==> config.mk <==
export PLATFORM = sky130hd
export DESIGN_NAME = switch_debouncer
export DESIGN_NICKNAME = d
export VERILOG_FILES = /design/src/rtl/switch_debouncer.sv
export SDC_FILE = /design/constraint.sdc
export NUM_CORES = 1
export LEC_CHECK = 0
export BUFFER_PORTS_ARGS = -buffer_cell sky130_fd_sc_hd__clkbuf_2
export CORE_UTILIZATION = 49
export CTS_BUF_LIST = sky130_fd_sc_hd__clkbuf_4 sky130_fd_sc_hd__clkbuf_8 sky130_fd_sc_hd__clkbuf_16
export DETAILED_ROUTE_END_ITERATION = 7
export GPL_ROUTABILITY_DRIVEN = 0
export HOLD_SLACK_MARGIN = 0.1
export MAX_ROUTING_LAYER = met4
export PLACE_DENSITY_LB_ADDON = 0.1
export SYNTH_ARGS = -nofsm -noshare
export SYNTH_HDL_FRONTEND = slang
export SYNTH_SLANG_ARGS = --single-unit
==> constraint.sdc <==
create_clock -name i_clck -period 2.7 [get_ports i_clck]
set_input_delay 0.135 -clock i_clck [delete_from_list [all_inputs] [get_ports i_clck]]
set_output_delay 0.135 -clock i_clck [all_outputs]
set_load 0.02 [all_outputs]
==> src/rtl/switch_debouncer.sv <==
`timescale 1us/1ns
// Board-input conditioning: 2-flop synchronisers and per-channel debounce for two
// rate-select switches and an enable button, plus enable toggle and selection-change pulse.
module switch_debouncer #(
  parameter int unsigned DB_CYCLES = 250,
  parameter int unsigned CNT_W     = 14,
  parameter logic        EN_RESET  = 1'b1
) (
  input  logic i_clck,
  input  logic i_rst,
  input  logic i_s1_raw,
  input  logic i_s2_raw,
  input  logic i_btn_raw,
  output logic o_s1,
  output logic o_s2,
  output logic o_enable,
  output logic o_sel_change
);

  localparam int unsigned       NCH  = 3;
  localparam logic [CNT_W-1:0] LAST = CNT_W'(DB_CYCLES - 1);

  // Channel order: bit 0 = s1, bit 1 = s2, bit 2 = button.
  logic [NCH-1:0]   w_raw;
  logic [NCH-1:0]   r_sync1;
  logic [NCH-1:0]   r_sync2;
  logic [NCH-1:0]   r_db;
  logic [NCH-1:0]   w_flip;
  logic [CNT_W-1:0] r_cnt [NCH];
  logic [1:0]       r_sel_q;
  logic             r_enable;
  logic             r_sel_change;

  assign w_raw = {i_btn_raw, i_s2_raw, i_s1_raw};

  always_comb begin
    w_flip = '0;
    for (int unsigned i = 0; i < NCH; i++)
      w_flip[i] = (r_sync2[i] != r_db[i]) && (r_cnt[i] == LAST);
  end

  always_ff @(posedge i_clck or posedge i_rst) begin
    if (i_rst) begin
      r_sync1      <= '0;
      r_sync2      <= '0;
      r_db         <= '0;
      for (int unsigned i = 0; i < NCH; i++)
        r_cnt[i] <= '0;
      r_sel_q      <= '0;
      r_sel_change <= 1'b0;
      r_enable     <= EN_RESET;
    end else begin
      r_sync1 <= w_raw;
      r_sync2 <= r_sync1;
      for (int unsigned i = 0; i < NCH; i++) begin
        if (r_sync2[i] == r_db[i]) begin
          r_cnt[i] <= '0;
        end else if (w_flip[i]) begin
          r_db[i]  <= r_sync2[i];
          r_cnt[i] <= '0;
        end else begin
          r_cnt[i] <= r_cnt[i] + CNT_W'(1);
        end
      end
      // Toggle on the same edge the debounced button rises.
      if (w_flip[2] && r_sync2[2])
        r_enable <= ~r_enable;
      r_sel_q      <= r_db[1:0];
      r_sel_change <= (r_db[1:0] != r_sel_q);
    end
  end

  assign o_s1         = r_db[0];
  assign o_s2         = r_db[1];
  assign o_enable     = r_enable;
  assign o_sel_change = r_sel_change;

endmodule

Yosys cells after proc, flatten, opt, wreduce, memory -nomap -nowiden
Cells that the tools add are included.
W data, S select, Z words.

operators by class
  $add $sub $neg = 3
  eq/ne operators = 10
  multiplexer cells = 6
  bitwise operators = 4
  reduce and logical (&&, ||, !) cells = 7

operators with widths
  cell                     number
  $mux W14                 6
  $add A14 B1 Y14 const B  3
  $eq A14 B8 Y1 const B    3
  $reduce_and A2 Y1        3
  $logic_and A1 B1 Y1      4
  $not A1 Y1               4
  $eq A1 B1 Y1             3
  $ne A1 B1 Y1             3
  $ne A2 B2 Y1             1

word-level totals
  register bits = 55
  input bits = 5
  logic and storage cells = 41

Logic depth before layout (Yosys ltp)
Gate-level depths: netlist of the first run.

  word-level depth = 4
  depth in mapped cells = 7

Least setup slack after synthesis of the first run
OpenSTA, ideal clock, no wires.

  path kind = register to register
  start point = reg r_cnt[15] in the netlist's numbering
  end point = reg r_cnt[19] in the netlist's numbering
  library setup time = 0.119 ns
  arrival time = 1.872 ns
  path slack = 0.709 ns
  stages on the path, launching flop included = 8
  path buffers = 1
  cell sequence = dfrtp_1 > inv_1 > ha_1 > or4b_2 > or4_1 > nand2_1 > buf_4 > nor2_1

on the way
  word-level cells in the longest chain between the ends = 4
  elaborated cells on any way between the ends = 5
  those cells by class = 1 x add/sub; 1 x eq/ne; 2 x mux; 1 x reduce/logical

RTL lines
  item                                                                     RTL line  source
  start: declaration                                                       29        logic [CNT_W-1:0] r_cnt [NCH];
  start signal: indexed assignment                                         62        r_cnt[i] <= r_cnt[i] + CNT_W'(1);
  parallel branches: the longest is 2 deep, another holds $add A14 B1 Y14  n/a
  $mux W14 *                                                               58        end else if (w_flip[i]) begin
  $mux W14 *                                                               56        if (r_sync2[i] == r_db[i]) begin

Mark *: on every way between the ends.
A chain may end at the register's enable or synchronous reset.

Worst setup path after layout of the first run
  start point = reg r_cnt[15] in the netlist's numbering
  end point = reg r_cnt[17] in the netlist's numbering

The elaborated chain is that of the path after synthesis.

==> run summary, run 1 <==
RSZ-0062 raised after global routing: false
DP Worst Slack: 492 ps
Area after DPL: 2580 µm²
I/O pins: 9
Pint: 1.10 mW
Mapped Area: 2460 µm²
Initial drt markers: 63
Largest net degree at the start of global routing: 40
DP Wirelength: 2650 µm
Max Clock Freq: 0.457 GHz
Core Rows: 25
Final setup TNS: 0 ps
DR DRC count: 0
Routed Antenna Nets: 0
Hold depth: 0
Initial antenna violation count: 0
Worst-path clk slew: 90 ps
CP Class: flip-flop to flip-flop
Crit. Startpoint: r_cnt[15]
Flop2flop setup slack: 510 ps
Layout cells sized above 1: 0.110
Worst Setup EP: r_cnt[17]
Reg2Reg Depth: 6
DIE AREA: 5310 µm²
Layout Cells excl Fill: 321
Final nets: 264
Cts repair resizes: 0
Final Cell Area: 2720 µm²
Via count: 1578
Tmin final: 2190 ps
Slew headroom: 0.485
1st-pass router iterations: 4
Starting Density: 0.515
WL per Instance: 11.6 µm
TritonCTS clock tree: built
Worst R2R End: r_cnt[17]
Psw: 298 µW
Post-route worst setup slack: 512 ps
Maxcap violations: 0
Routed WL: 3740 µm
H-Tree Depth: 2
Final worst path period share: 0.810
Commonest non-fill, non-tap cell in the layout: dfrtp_1
Power Density: 512 nW/µm²
Clock Sinks: 55
#FFs+latches synth: 55
Setup crit end kind: flip-flop
Syn_area_per_cell: 10.5 µm²
Global Route Usage Sum: 0.177
Max Slew Vio Count: 0
Placed instance count: 309
Max IR drop VDD: 369 µV
Clk_lat worst skew: 300 ps
Area Overhead vs Synth: 10.6%
Ant diodes: 0
Worst endpoint required time: 2880 ps
Crit path max fanout: 14
Max Clock Skew: 4.01 ps
Worst min path class: flip-flop to flip-flop
Sequential share of the synthesized area: 0.559
Status: complete, no violations
Slew @ Worst Pin: 771 ps
Count of cell types in the netlist: 22
Vias in the first global route: 1605
Worst r2r src: r_cnt[15]
GRT overflow: 0
Die width: 72.9 µm
First-pass GRT wire length: 6900 µm
Die Ht: 72.9 µm
Root Driver: clkbuf_8
Static leakage: 1.16 nW
Sequential power share: 0.611
DR vias/cell: 4.92
Setup violators final: 0
Inserted Clock Buffers: 5
Clk pwr share: 0.344
Mapped Cells: 235
Commonest cells after routing, fill and taps aside: 54 x dfrtp_1, 51 x nor2_1, 30 x xnor2_1
Clock buffer depth: 2
Port Buf Inserts: 8
Synthesized Nets: 246
WP data arrival: 2360 ps
Final Hold Vio Count: 0
Worst setup SP type: flip-flop
Core ar.: 4790 µm²
Yosys warnings: 0
Logic pwr share: 0.044
Switching share of power: 0.214
area by class of cell:
| cell class | instances | area (µm²) |
|---|---|---|
| multi-input cells | 165 | 1020 |
| inverters | 12 | 45.0 |
| fillers | 436 | 2060 |
| well taps | 67 | 83.8 |
| flip-flops and latches | 55 | 1380 |
| clock inverters | 1 | 7.51 |
| clock buffers | 7 | 96.3 |
| repair buffers | 14 | 95.1 |
worst max-delay path: stages, from the launching register on:
cell and delay, ps:
dfrtp_1 400, inv_1 60, ha_1 120, or4b_2 570, or4_1 450, nand2_1 370, nor2_1 100
per-layer routing:
layer,up-vias,wire length [µm],track usage
met4,0,59,0.0654
li1,807,-,-
met3,6,68,0.0456
met5,-,0,-
met1,754,1940,0.223
met2,11,1670,0.276
kinds of logic after synthesis:
family	Yosys count	synth area share
fa+ha+maj	6	0.0305
mux	3	0.0137
flops	55	0.559
compound gates	4	0.0112
buf+inv	15	0.0274
xor+xnor	40	0.142
simple gates	112	0.215
per-stage QoR:
step | total power, mW | util | hold WS, ps
5_1_grt | 1.47 | 0.569 | 361
3_3_place_gp | 0.927 | 0.539 | 243
3_5_place_dp | 0.927 | 0.539 | 245
6_report | 1.39 | 0.569 | 355
2_1_floorplan | 0.911 | - | 166
4_1_cts | 1.42 | 0.569 | 359
how the worst min path moves through the flow:
stage                     startpoint          to  slack (ps)
after global placement      i_s1_raw  r_sync1[0]         240
after floorplan             i_s1_raw  r_sync1[0]         170
after detailed placement    i_s2_raw  r_sync1[1]         240
after CTS                 r_sync1[0]  r_sync2[0]         360
after global routing      r_sync1[0]  r_sync2[0]         360
final                     r_sync1[0]  r_sync2[0]         360
timing repair:
item | in CTS | in global routing
setup buffers | 0 | 0
hold buffers | 4 | 0
endpoints found under the hold margin | 40 | 0
power groups by stage:
stage               clock [mW]  combinational (mW)  sequential, mW
detailed placement           0              0.0590           0.868
CTS                      0.507              0.0637           0.852
floorplan                    0              0.0460           0.865
global placement             0              0.0592           0.867
finish                   0.480              0.0614           0.852
global route             0.538              0.0726           0.855
registers in the layout (all words and copies together) (netlist names):
register	flops
o_sel_change	1
o_enable	1
r_sync2	3
r_sel_q	2
r_db	3
r_sync1	3
r_cnt	42
synthesized netlist by cell type:
| library cell | count | area share |
|---|---|---|
| buf_4 | 3 | 0.0091 |
| or3_1 | 1 | 0.0025 |
| nand3_1 | 12 | 0.024 |
| nor3_1 | 12 | 0.024 |
| mux2_2 | 3 | 0.014 |
| or4_1 | 5 | 0.015 |
| xnor2_1 | 30 | 0.11 |
| a21oi_1 | 2 | 0.0041 |
| or4b_2 | 1 | 0.0041 |
| nor3b_2 | 1 | 0.0051 |
| nand4_1 | 8 | 0.020 |
| inv_1 | 12 | 0.018 |
| dfstp_2 | 1 | 0.011 |
| ha_1 | 6 | 0.030 |
| nor4_1 | 4 | 0.010 |
| or4b_1 | 1 | 0.0041 |
| a31o_2 | 2 | 0.0071 |
| dfrtp_1 | 54 | 0.55 |
| or4_4 | 1 | 0.0046 |
| xor2_1 | 10 | 0.036 |
| nor2_1 | 51 | 0.078 |
| nand2_1 | 15 | 0.023 |
(Power assumes the default switching activity.)
==> run 2: changes to the inputs <==
- ABC_AREA: default -> 1
- clock period: 2.7 -> 2.2 ns (I/O delays scaled with it)
==> run summary, run 2 <==
Slew headroom: 0.592 (+0.107)
CP Class: flip-flop to flip-flop
Static leakage: 1.58 nW (+36%)
Power Density: 531 nW/µm² (+3.8%)
Root Driver: clkbuf_8
Routed Antenna Nets: 0 (unchanged)
Worst endpoint required time: 2400 ps (-480 ps)
Commonest cells after routing, fill and taps aside: 82 x nand2_1, 73 x nor2_1, 59 x inv_1
Clock buffer depth: 2 (unchanged)
Global Route Usage Sum: 0.200 (+0.0233)
Max stage delay on crit path: 410 ps (-160 ps)
Syn_area_per_cell: 7.86 µm² (-25%)
Worst setup SP type: flip-flop
DR vias/cell: 4.90 (-0.42%)
Clk pwr share: 0.333 (-0.011)
DP Wirelength: 3900 µm (+48%)
# fillers: 536 (+23%)
Hold path start: r_sync1[2]
Tmin final: 1450 ps (-743 ps)
Crit path max-delay family: simple AND/OR/NAND/NOR gates
WL per Instance: 11.4 µm (-2.0%)
Core ar.: 5640 µm² (+18%)
Logic pwr share: 0.056 (+0.012)
Maxcap violations: 0 (unchanged)
Synth Area in Simple Gates: 0.326 (+0.110)
I/O pins: 9 (unchanged)
Port Buf Inserts: 8 (unchanged)
Mux contribution to synthesized area: 0 (-0.0137)
Hold Slack: 351 ps (-4.10 ps)
Max Slew Vio Count: 0 (unchanged)
Starting Density: 0.521 (+0.00623)
Max Clock Freq: 0.692 GHz (+51%)
Synth Area in Adders: 0.0256 (-0.00493)
Core Rows: 27 (+8.0%)
Switching share of power: 0.244 (+0.0308)
GRT overflow: 0 (unchanged)
Buffers & Inverters on Critical Path: 2 (+1)
Worst R2R End: r_cnt[18]
Via count: 2286 (+45%)
DP Worst Slack: 779 ps (+287 ps)
Final Cell Area: 3220 µm² (+18%)
Flop2flop setup slack: 750 ps (+240 ps)
Clk_lat worst skew: 310 ps (about the same)
Final setup TNS: 0 ps (unchanged)
Crit-path cells: ha_1 -> nand2_1 -> nor2_1 -> xnor2_1 -> inv_1 -> nand3_1 -> inv_1
Power Total: 1.71 mW (+23%)
Yosys warnings: 0 (unchanged)
Worst Setup EP: r_cnt[18]
Main synth FF type: dfrtp_1
Worst r2r src: r_cnt[14]
GRT Max-Usage Layer: met2
TritonCTS clock tree: built
First-pass GRT wire length: 9630 µm (+40%)
Sequential share of the synthesized area: 0.469 (-0.0905)
WP depth: 7 (+1)
# Post-CTS Setup Buffers: 0 (unchanged)
Area after DPL: 3090 µm² (+20%)
WP data arrival: 1650 ps (-710 ps)
Initial antenna violation count: 0 (unchanged)
Psw: 418 µW (+41%)
Final nets: 405 (+53%)
Met3 Use GR: 0.0366 (-0.00901)
Most frequent CP cell: inv_1
Post-route worst setup slack: 754 ps (+243 ps)
Most frequent cells after synthesis: 82 x nand2_1, 73 x nor2_1, 60 x inv_1
Hold depth: 0 (unchanged)
Reg2Reg Depth: 7 (+1)
Ant diodes: 0 (unchanged)
DIE AREA: 6310 µm² (+19%)
Mapped Cells: 374 (+59%)
Leading area contributor after synthesis: dfrtp_1
Met1 GRT Util: 0.264 (+0.0409)
Final Hold Vio Count: 0 (unchanged)
Inserted Clock Buffers: 5 (unchanged)
Setup crit end kind: flip-flop
Largest net degree at the start of global routing: 29 (-28%)
Pint: 1.29 mW (+18%)
Max Clock Skew: 11.6 ps (+7.56 ps)
Die Ht: 79.4 µm (+9.0%)
#FFs+latches synth: 55 (unchanged)
Slowest CP cell: dfrtp_1
1st-pass router iterations: 4 (unchanged)
Most flop-heavy register: r_cnt
Top-count cell post-synth: nand2_1
Worst min path class: flip-flop to flip-flop
RSZ-0062 raised after global routing: false
Commonest non-fill, non-tap cell in the layout: nand2_1
Grt met2 use: 0.317 (+0.0409)
Xor/xnor cell area share of the yosys netlist: 0.0656 (-0.0767)
Area Overhead vs Synth: 9.67%
Final worst path period share: 0.657 (-0.153)
Status: complete, no violations
Post-synth top area share: 0.460 (-0.0888)
H-Tree Depth: 2 (unchanged)
Clock Sinks: 55 (unchanged)
Synth area leaders: dfrtp_1 46%, nand2_1 10%, nor2_1 9.3%
Initial drt markers: 125 (+98%)
Crit path max fanout: 5 (-9)
Compound-cell area share of the yosys netlist: 0.0349 (+0.0237)
Worst-path clk slew: 100 ps (about the same)
Max IR drop VDD: 356 µV (-3.5%)
Slew @ Worst Pin: 611 ps (-160 ps)
Max FFs per register: 42 (unchanged)
Post-synth EDFFs: 0 (unchanged)
Async SR Flop Fraction: 1.00 (unchanged)
Sequential power share: 0.611 (about the same)
Crit. Startpoint: r_cnt[14]
DR DRC count: 0 (unchanged)
Largest family of logic cells by synthesized area: simple AND/OR/NAND/NOR gates
Synthesized Nets: 385 (+57%)
Die width: 79.4 µm (+9.0%)
Setup violators final: 0 (unchanged)
Routed WL: 5330 µm (+43%)
Layout cells sized above 1: 0.0810 (-0.0292)
Count of cell types in the netlist: 26 (+18%)
Mapped Area: 2940 µm² (+19%)
Vias in the first global route: 2212 (+38%)
==> run 2: routing by layer <==
| layer | share of wire | wire [µm] |
|---|---|---|
| met5 | 0 | 0 |
| met4 | 0.011 | 61 |
| met3 | 0.021 | 114 |
| met2 | 0.45 | 2400 |
| met1 | 0.52 | 2750 |
==> run 2: power by group through the flow <==
stage	clock network (mW)	registers, mW	logic (mW)
after global routing	0.629	1.05	0.113
after CTS	0.590	1.05	0.0984
after detailed placement	0	1.07	0.0922
final	0.570	1.05	0.0955
after floorplan	0	1.06	0.0648
after global placement	0	1.07	0.0915
==> run 2: timing repair <==
action                                  in CTS  in global routing
resized for setup                            0                  0
hold buffers                                 4                  0
endpoints found under the setup margin       0                  0
hold endpoints to repair                    30                  0
==> run 2: logic make-up (layout without fill, tap and decap cells) <==
logic type / after synthesis / count (layout)
buf+inv: 62 / 83
flops: 55 / 55
xor+xnor: 19 / 19
compound gates: 16 / 16
fa+ha+maj: 6 / 6
simple gates: 216 / 216
==> run 2: how the worst min path moves through the flow <==
stage | slack, ps | endpoint
6_report | 350 | r_sync2[2]
5_1_grt | 370 | r_sync2[2]
4_1_cts | 360 | r_sync2[2]
3_5_place_dp | 210 | r_sel_q[1]
3_3_place_gp | 210 | r_sel_q[1]
2_1_floorplan | 140 | r_sync1[0]
==> run 2: final cells by class <==
cell class                      instances  area (µm²)  share of cell area
Sequential cell                        55        1380               0.428
Timing Repair Buffer                   13         100              0.0311
Clock buffer                            5        68.8              0.0214
Multi-Input combinational cell        257        1330               0.412
Tap cell                               72        90.1              0.0280
Inverter                               62         233              0.0722
Clock inverter                          3        25.0             0.00777
==> run 2: metrics by stage <==
step	cells	utilization
floorplan	374	-
global placement	455	0.547
detailed placement	455	0.547
CTS	467	0.571
global route	467	0.571
finish	467	0.571
